## config.mk

```make
export PLATFORM = sky130hd
export DESIGN_NAME = dmem_arbiter_flat
export DESIGN_NICKNAME = d
export VERILOG_FILES = /design/src/rtl/dmem_arbiter_if.sv /design/src/rtl/dmem_arbiter.sv /design/src/flat_wrapper.sv
export SDC_FILE = /design/constraint.sdc
export NUM_CORES = 1
export LEC_CHECK = 0
export ABC_AREA = 1
export CORE_AREA = 10 10 109 111
export DETAILED_ROUTE_END_ITERATION = 12
export DIE_AREA = 0 0 119 121
export PLACE_DENSITY = 0.71
export SETUP_SLACK_MARGIN = 0.3
export SLEW_MARGIN = 20
export SYNTH_ARGS = -nofsm -noshare
export SYNTH_HDL_FRONTEND = slang
export SYNTH_SLANG_ARGS = --single-unit
```

## constraint.sdc

```tcl
create_clock -name clk -period 2.6 [get_ports clk]
set_clock_uncertainty 0.1 [all_clocks]
set_input_delay 0.52 -clock clk [delete_from_list [all_inputs] [get_ports clk]]
set_output_delay 0.52 -clock clk [all_outputs]
set_load 0.01 [all_outputs]
```

## src/rtl/dmem_arbiter_if.sv

```systemverilog
// Bus bundle between the CPU memory stage, the DMA/loader and the single-port dmem.
// slave = arbiter view, master = requesters + memory view.
interface dmem_arbiter_if #(
  parameter int AW = 32,
  parameter int DW = 32
);
  // Handshake: a requester raises *_req with we/adr/wd and holds them stable until
  // it sees *_gnt=1 in the same cycle; the access completes in that cycle. Dropping
  // req before a grant cancels the access. Read data is valid only while gnt=1.
  logic          cpu_req;
  logic          cpu_we;
  logic [AW-1:0] cpu_adr;
  logic [DW-1:0] cpu_wd;
  logic [DW-1:0] cpu_rd;
  logic          cpu_gnt;
  logic          cpu_stall;

  logic          dma_req;
  logic          dma_we;
  logic [AW-1:0] dma_adr;
  logic [DW-1:0] dma_wd;
  logic [DW-1:0] dma_rd;
  logic          dma_gnt;

  logic          mem_we;
  logic [AW-1:0] mem_a;
  logic [DW-1:0] mem_wd;
  logic [DW-1:0] mem_rd;

  modport slave (
    input  cpu_req, cpu_we, cpu_adr, cpu_wd,
    output cpu_rd, cpu_gnt, cpu_stall,
    input  dma_req, dma_we, dma_adr, dma_wd,
    output dma_rd, dma_gnt,
    output mem_we, mem_a, mem_wd,
    input  mem_rd
  );

  modport master (
    output cpu_req, cpu_we, cpu_adr, cpu_wd,
    input  cpu_rd, cpu_gnt, cpu_stall,
    output dma_req, dma_we, dma_adr, dma_wd,
    input  dma_rd, dma_gnt,
    input  mem_we, mem_a, mem_wd,
    output mem_rd
  );
endinterface

```

## src/rtl/dmem_arbiter.sv

```systemverilog
// Round-robin dmem arbiter (CPU vs DMA) with a burst cap; grants are same-cycle.
// Optional ARB_STATS_EN adds saturating per-requester wait counters.
module dmem_arbiter #(
  parameter int AW        = 32,
  parameter int DW        = 32,
  parameter int MAX_BURST = 4,
  localparam int CW       = $clog2(MAX_BURST + 1)
) (
  input  logic          clk,
  input  logic          reset,
  dmem_arbiter_if.slave bus,
  output logic [1:0]    dbg_own,
  output logic          dbg_last,
  output logic [CW-1:0] dbg_burst_cnt
`ifdef ARB_STATS_EN
  ,
  output logic [15:0]   stat_cpu_wait,
  output logic [15:0]   stat_dma_wait
`endif
);

  typedef enum logic [1:0] {
    OWN_IDLE = 2'd0,
    OWN_CPU  = 2'd1,
    OWN_DMA  = 2'd2
  } own_t;

  localparam logic [CW-1:0] CNT_MAX = CW'(MAX_BURST);
  localparam logic [CW-1:0] CNT_ONE = CW'(1);

  own_t          own_q, own_nx;
  own_t          last_q, last_nx;
  logic [CW-1:0] cnt_q, cnt_nx;
  logic          gc, gd;
  logic [AW-1:0] sel_adr;
  logic [DW-1:0] sel_wd;
  logic          sel_we;

  always_ff @(posedge clk) begin
    if (reset) begin
      own_q  <= OWN_IDLE;
      last_q <= OWN_DMA;
      cnt_q  <= '0;
    end else begin
      own_q  <= own_nx;
      last_q <= last_nx;
      cnt_q  <= cnt_nx;
    end
  end

  always_comb begin
    gc      = 1'b0;
    gd      = 1'b0;
    own_nx  = OWN_IDLE;
    last_nx = last_q;
    cnt_nx  = '0;

    if (!reset) begin
      if (bus.cpu_req && !bus.dma_req) begin
        gc = 1'b1;
      end else if (bus.dma_req && !bus.cpu_req) begin
        gd = 1'b1;
      end else if (bus.cpu_req && bus.dma_req) begin
        // Contended: the owner keeps the port until its burst hits the cap.
        case (own_q)
          OWN_CPU: if (cnt_q < CNT_MAX) gc = 1'b1; else gd = 1'b1;
          OWN_DMA: if (cnt_q < CNT_MAX) gd = 1'b1; else gc = 1'b1;
          default: if (last_q == OWN_DMA) gc = 1'b1; else gd = 1'b1;
        endcase
      end
    end

    if (gc) begin
      own_nx  = OWN_CPU;
      last_nx = OWN_CPU;
      cnt_nx  = (own_q == OWN_CPU) ? ((cnt_q == CNT_MAX) ? CNT_MAX : cnt_q + CNT_ONE) : CNT_ONE;
    end else if (gd) begin
      own_nx  = OWN_DMA;
      last_nx = OWN_DMA;
      cnt_nx  = (own_q == OWN_DMA) ? ((cnt_q == CNT_MAX) ? CNT_MAX : cnt_q + CNT_ONE) : CNT_ONE;
    end
  end

  // With no grant the CPU side is presented to the memory, write-disabled.
  always_comb begin
    sel_adr = bus.cpu_adr;
    sel_wd  = bus.cpu_wd;
    sel_we  = 1'b0;
    if (gd) begin
      sel_adr = bus.dma_adr;
      sel_wd  = bus.dma_wd;
      sel_we  = bus.dma_we;
    end else if (gc) begin
      sel_we  = bus.cpu_we;
    end
  end

  assign bus.mem_a     = sel_adr;
  assign bus.mem_wd    = sel_wd;
  assign bus.mem_we    = sel_we;
  assign bus.cpu_gnt   = gc;
  assign bus.dma_gnt   = gd;
  assign bus.cpu_stall = bus.cpu_req & ~gc & ~reset;
  assign bus.cpu_rd    = bus.mem_rd;
  assign bus.dma_rd    = bus.mem_rd;

  assign dbg_own       = own_q;
  assign dbg_last      = (last_q == OWN_DMA);
  assign dbg_burst_cnt = cnt_q;

`ifdef ARB_STATS_EN
  always_ff @(posedge clk) begin
    if (reset) begin
      stat_cpu_wait <= '0;
      stat_dma_wait <= '0;
    end else begin
      if (bus.cpu_req && !gc && stat_cpu_wait != 16'hFFFF) stat_cpu_wait <= stat_cpu_wait + 16'd1;
      if (bus.dma_req && !gd && stat_dma_wait != 16'hFFFF) stat_dma_wait <= stat_dma_wait + 16'd1;
    end
  end
`endif

endmodule

```

## src/flat_wrapper.sv

```systemverilog
// flat-port wrapper written by rule: the top's interface ports become plain ports
module dmem_arbiter_flat 
#(
  parameter int AW        = 32,
  parameter int DW        = 32,
  parameter int MAX_BURST = 4,
  localparam int CW       = $clog2(MAX_BURST + 1)
)
  (clk, reset, dbg_own, dbg_last, dbg_burst_cnt, bus_cpu_req, bus_cpu_we, bus_cpu_adr, bus_cpu_wd, bus_cpu_rd, bus_cpu_gnt, bus_cpu_stall, bus_dma_req, bus_dma_we, bus_dma_adr, bus_dma_wd, bus_dma_rd, bus_dma_gnt, bus_mem_we, bus_mem_a, bus_mem_wd, bus_mem_rd);
  dmem_arbiter_if #(.AW(AW), .DW(DW)) bus_i ();
  input  logic clk;
  input  logic reset;
  output logic [1:0] dbg_own;
  output logic dbg_last;
  output logic [CW-1:0] dbg_burst_cnt;
  input wire logic [$bits(bus_i.cpu_req)-1:0] bus_cpu_req;
  input wire logic [$bits(bus_i.cpu_we)-1:0] bus_cpu_we;
  input wire logic [$bits(bus_i.cpu_adr)-1:0] bus_cpu_adr;
  input wire logic [$bits(bus_i.cpu_wd)-1:0] bus_cpu_wd;
  output wire logic [$bits(bus_i.cpu_rd)-1:0] bus_cpu_rd;
  output wire logic [$bits(bus_i.cpu_gnt)-1:0] bus_cpu_gnt;
  output wire logic [$bits(bus_i.cpu_stall)-1:0] bus_cpu_stall;
  input wire logic [$bits(bus_i.dma_req)-1:0] bus_dma_req;
  input wire logic [$bits(bus_i.dma_we)-1:0] bus_dma_we;
  input wire logic [$bits(bus_i.dma_adr)-1:0] bus_dma_adr;
  input wire logic [$bits(bus_i.dma_wd)-1:0] bus_dma_wd;
  output wire logic [$bits(bus_i.dma_rd)-1:0] bus_dma_rd;
  output wire logic [$bits(bus_i.dma_gnt)-1:0] bus_dma_gnt;
  output wire logic [$bits(bus_i.mem_we)-1:0] bus_mem_we;
  output wire logic [$bits(bus_i.mem_a)-1:0] bus_mem_a;
  output wire logic [$bits(bus_i.mem_wd)-1:0] bus_mem_wd;
  input wire logic [$bits(bus_i.mem_rd)-1:0] bus_mem_rd;
  assign bus_i.cpu_req = bus_cpu_req;
  assign bus_i.cpu_we = bus_cpu_we;
  assign bus_i.cpu_adr = bus_cpu_adr;
  assign bus_i.cpu_wd = bus_cpu_wd;
  assign bus_cpu_rd = bus_i.cpu_rd;
  assign bus_cpu_gnt = bus_i.cpu_gnt;
  assign bus_cpu_stall = bus_i.cpu_stall;
  assign bus_i.dma_req = bus_dma_req;
  assign bus_i.dma_we = bus_dma_we;
  assign bus_i.dma_adr = bus_dma_adr;
  assign bus_i.dma_wd = bus_dma_wd;
  assign bus_dma_rd = bus_i.dma_rd;
  assign bus_dma_gnt = bus_i.dma_gnt;
  assign bus_mem_we = bus_i.mem_we;
  assign bus_mem_a = bus_i.mem_a;
  assign bus_mem_wd = bus_i.mem_wd;
  assign bus_i.mem_rd = bus_mem_rd;
  dmem_arbiter #(.AW(AW), .DW(DW), .MAX_BURST(MAX_BURST)) u_core (.clk(clk), .reset(reset), .bus(bus_i), .dbg_own(dbg_own), .dbg_last(dbg_last), .dbg_burst_cnt(dbg_burst_cnt));
endmodule
```

# Word-level counts from Yosys, hierarchy flattened
# Cells that the tools add are included.
[op_classes] addsub=1 mux=27 eq_ne=4 reduce_logical=7 order_cmp=1 bitwise=4
[ops] operator="two-way mux 32 bit" n=2
[ops] operator="two-way mux 1 bit" n=15
[ops] operator="two-way mux 3 bit" n=5
[ops] operator="two-way mux 2 bit" n=3
[ops] operator="equality test 2 bit, second input constant" n=2
[ops] operator="one-hot mux 1 bit (2 select lines)" n=2
[ops] operator="adder 3 x 1 -> 3 bit, second input constant" n=1
[ops] operator="equality test 3 bit, second input constant" n=1
[ops] operator="logical AND 1 bit" n=3
[ops] operator="< comparator 3 bit, second input constant" n=1
[ops] operator="bitwise AND 1 bit" n=2
[ops] operator="equality test 2 x 1 -> 1 bit, second input constant" n=1
[ops] operator="logical NOT 1 bit" n=2
[ops] operator="inverter 1 bit" n=2
[ops] operator="nonzero test 2 bit" n=1
[ops] operator="OR reduction 2 bit" n=1
[word_totals] input_bits=166 out_inout_bits=138 elab_cells=48 reg_bits=7

# Logic depth before layout (Yosys ltp)
[depth] word_depth=10 ltp_mapped=13 mapped_depth_nobuf=11

# Least setup slack after synthesis
# OpenSTA, ideal clock, no wires.
[synth_path] kind="register -> output" start="register u_core.own_q[0] (netlist: u_core.dbg_own[0])" end="output bus_mem_a[10]" arrival_ns=1.588 path_stages_with_launch=13 slack_ns=0.392 path_buffers=2 cell_sequence="dfxtp_1 inv_1 ha_1 nand3_1 nand2_1 inv_1 nand2_1 nand2_2 nand2_2 buf_4 buf_4 nand2_1 nand2_1"
[synth_via] elab_chain_cells=7 word_cells_on_any_way=8
[synth_rtl] element="start: declaration" line="dmem_arbiter.sv:31" rtl="own_t own_q, own_nx;"
[synth_rtl] element="start signal: assignment" line="dmem_arbiter.sv:45" rtl="own_q <= own_nx;"
[synth_rtl] element="equality test 2 bit / equality test 2 x 1 -> 1 bit (equally long branches)" line="dmem_arbiter.sv:65" rtl="case (own_q)"
[synth_rtl] element="one-hot mux 1 bit (2 select lines) (*)" line="dmem_arbiter.sv:65"
[synth_rtl] element="two-way mux 1 bit (*)" line="dmem_arbiter.sv:63" rtl="end else if (bus.cpu_req && bus.dma_req) begin"
[synth_rtl] element="two-way mux 1 bit (*)" line="dmem_arbiter.sv:61" rtl="end else if (bus.dma_req && !bus.cpu_req) begin"
[synth_rtl] element="two-way mux 1 bit (*)" line="dmem_arbiter.sv:59" rtl="if (bus.cpu_req && !bus.dma_req) begin"
[synth_rtl] element="two-way mux 1 bit (*)" line="dmem_arbiter.sv:58" rtl="if (!reset) begin"
[synth_rtl] element="two-way mux 32 bit (*)" line="dmem_arbiter.sv:89" rtl="if (gd) begin"
[synth_rtl] element="end: declaration" line="flat_wrapper.sv:30" rtl="output wire logic [$bits(bus_i.mem_a)-1:0] bus_mem_a;"
# Mark *: on every way between the ends. The rest lies on a longest branch, timed or not.

# Worst setup path in the final report
[layout_path] start="register u_core.own_q[0] (netlist: u_core.dbg_own[0])" end="output bus_mem_wd[17]"
[layout_via] elab_chain_cells=7 word_cells_on_any_way=8
[layout_rtl] element="equality test 2 bit / equality test 2 x 1 -> 1 bit (equally long branches)" line="dmem_arbiter.sv:65"
[layout_rtl] element="one-hot mux 1 bit (2 select lines) (*)" line="dmem_arbiter.sv:65"
[layout_rtl] element="two-way mux 1 bit (*)" line="dmem_arbiter.sv:63"
[layout_rtl] element="two-way mux 1 bit (*)" line="dmem_arbiter.sv:61"
[layout_rtl] element="two-way mux 1 bit (*)" line="dmem_arbiter.sv:59"
[layout_rtl] element="two-way mux 1 bit (*)" line="dmem_arbiter.sv:58"
[layout_rtl] element="two-way mux 32 bit (*)" line="dmem_arbiter.sv:89"
[layout_rtl] element="end: declaration" line="flat_wrapper.sv:31" rtl="output wire logic [$bits(bus_i.mem_wd)-1:0] bus_mem_wd;"
# Marks and branches as above.

==> results_dict.tcl <==
set metrics [dict create \
    wl_um 11600 \
    clk_pin_slew_ns 0.04 \
    cts_tree "yes" \
    grt.total_usage 0.137 \
    vdd_drop_max_mv 0.211 \
    vias_per_cell 4.23 \
    synthAdderAreaFrac 0.0283 \
    synth_xor_area_frac 0 \
    yosys.area.top_type_share 0.448 \
    syn_area_per_cell_um2 5.17 \
    clkLatencyLatePin_ns 0.23 \
    dp_hpwl_um 8150 \
    whs_ns 0.393 \
    synth_area_leaders "nand2_1 (45%), buf_4 (29%), dfxtp_1 (7.9%)" \
    grt_pass1_vias 2920 \
    cp_slowest_cell "dfxtp_2" \
    powerDensity_nw_per_um2 317 \
    critPathLaunchType "register" \
    synth_top_cell_by_area "nand2_1" \
    ys.warnings.count 0 \
    antennaDiodeCount 0 \
    postSynthNetCount 512 \
    cp.arrival_ns 1.96 \
    slew_violations 0 \
    postCtsHoldBufs 0 \
    synth_enable_flop_cells 0 \
    slowest_delay_ns 0.32 \
    num_vias 2773 \
    worstHoldPathType "register to register" \
    drtIter0Drc 145 \
    synth_compound_area_frac 0.0170 \
    cts_buffers 3 \
    antenna_found_initial 0 \
    hold_viol_final 0 \
    fmax_mhz 388 \
    avgRoutedWirePerCell_um 17.8 \
    area_growth_pct 157 \
    setup.worst_path.end_class "output port" \
    yosysSeqAreaShare 0.0793 \
    final_core_util 0.470 \
    drtAntennaViolNets 0 \
    leakage_nw 2.27 \
    yosysMostFrequentCell "nand2_1" \
    crit_path_frequent_cell "nand2_2" \
    cp.required_ns 1.98 \
    core_area_um2 9640 \
    setup-violations-final 0 \
    cts_sinks 7 \
    netlist_instances 342 \
    grt_pass1_wl_um 15900 \
    synth-seq-cells 7 \
    clkPwrFrac 0.108 \
    layout_min_cycle_time_ns 2.58 \
    async_flop_share 0 \
    syn-cell-area_um2 1770 \
    start_util 0.183 \
    total_power_mw 1.44 \
    nets 693 \
    p_comb_frac 0.802 \
    drc_errors 0 \
    cts_root_buffer "clkbuf_8" \
    grt_max_degree 19 \
    muxShareOfSynthArea 0 \
    sw_frac_of_total 0.384 \
    rows 36 \
    synth_top_family_by_area "simple AND/OR/NAND/NOR gates" \
    cp_cell_sequence "inv_2, ha_4, nand3_4, nand2_2, inv_2, nand2_2, nand2_4, nand2_8, inv_8, buf_8, buf_12, buf_16, nand2_2, nand2_1, buf_2" \
    relSlewSlack 0.800 \
    synth-simple-area-share 0.503 \
    gp_congestion 0.810 \
    port_buffers 207 \
    p_sw_uw 551 \
    fin_cells 655 \
    htreeDepth 1 \
    tightest_slew_ns 0.297 \
    fp.dieW_um 119 \
    rsz0062_at_grt "yes" \
    drv_cap 0 \
    grt-ovfl-total 0 \
    power_frac_seq 0.089 \
    outcome "finished clean" \
    period_share 0.991 \
    synth-main-ff-cell "dfxtp_1" \
    crit_fanout 5 \
    drtPass1Iterations 4 \
    die_y_um 121 \
    synth.top_cells.by_count "nand2_1 (211), buf_4 (69), inv_1 (16)" \
    ios 304 \
    clk_path_buf_depth 2 \
    layout-drive-gt1-share 0.433 \
    post-place-cells 621 \
    yosys.cell_types.count 17 \
    dieArea_um2 14400 \
    internal_power_uw 885 \
    critical_path_class "register to output port" \
]
## placed cells by master, fill, tap and decap left out, types with 2 or more instances in the layout
cell	count
clkdlybuf4s50_1	138
buf_12	7
nand2_1	116
buf_2	30
inv_2	2
nand2_4	31
nor2_1	7
clkbuf_16	3
nand3_1	2
nand2_2	65
buf_6	41
buf_4	20
buf_8	4
ha_1	2
o21ai_0	5
ha_4	2
dfxtp_2	2
inv_1	14
nand4_1	3
buf_16	8
clkbuf_8	3
dfxtp_1	5
## final timing paths
| kind | startpoint | end | slack, ns | depth (start not counted) |
|---|---|---|---|---|
| max | u_core.dbg_own[0]$_SDFF_PP0_ | bus_mem_wd[17] | 0.02 | 15 |
| min reg2reg | u_core.last_q[0]$_SDFFE_PP0P_ | u_core.last_q[0]$_SDFFE_PP0P_ | 0.39 | 2 |
| max reg2reg | u_core.dbg_own[0]$_SDFF_PP0_ | u_core.dbg_burst_cnt[0]$_SDFF_PP0_ | 0.24 | 17 |
| min | u_core.last_q[0]$_SDFFE_PP0P_ | u_core.last_q[0]$_SDFFE_PP0P_ | 0.39 | 2 |
## cell families after synthesis
logic type / count (synthesis)
AO/OA/AOI/OAI: 6
buffers and inverters: 95
flip-flops: 7
adder cells (fa/ha/maj): 4
AND/OR/NAND/NOR: 230
## power by group through the flow
stage	Combinational (mW)	Clock, mW	Sequential (mW)
2_1_floorplan	0.400	0	0.128
3_3_place_gp	0.824	0	0.126
3_5_place_dp	0.835	0	0.127
4_1_cts	0.969	0.158	0.128
5_1_grt	1.23	0.164	0.129
6_report	1.15	0.156	0.128
## layer usage
metal / GRT usage / vias up / part of all wire
met4: 0.0427 / 0 / 0.015
met3: 0.0852 / 17 / 0.13
met5: 0 / - / 0
met1: 0.140 / 1213 / 0.37
met2: 0.226 / 224 / 0.48
li1: - / 1319 / -
## sequential cells by signal, summed over array words and instances (netlist names)
| register | cells |
|---|---|
| u_core.dbg_own | 2 |
| u_core.dbg_burst_cnt | 3 |
| u_core.last_q | 2 |
## what timing repair did
item / in CTS / in global routing
pin swaps: 15 / 44
buffers inserted: 17 / 1
gates cloned: 9 / 3
resized for setup: 344 / 137
setup endpoints to repair: 68 / 72
## cell type report
| type | count | area [um2] |
|---|---|---|
| timing repair buffer | 254 | 2690 |
| clock buffer | 4 | 45.0 |
| tap | 133 | 166 |
| inverter | 17 | 71.3 |
| fill | 942 | 5110 |
| sequential | 7 | 143 |
| multi-input combinational | 240 | 1420 |
## critical path: cells and delay by family (launching register included)
| kind | cells | cell delay, ns |
|---|---|---|
| buf+inv | 7 | 0.65 |
| simple gates | 7 | 0.47 |
| flops | 1 | 0.32 |
| fa+ha+maj | 1 | 0.28 |
## per-stage QoR
stage          TNS [ns]  setup WS, ns  area, um2
2_1_floorplan         0         0.392       1770
3_3_place_gp     -20.59        -0.383       3560
3_5_place_dp     -21.61        -0.390       3560
4_1_cts               0      0.000731       3950
5_1_grt           -2.80       -0.0892       4530
6_report              0        0.0224       4530
No activity file was read; power rests on OpenSTA's default activity.
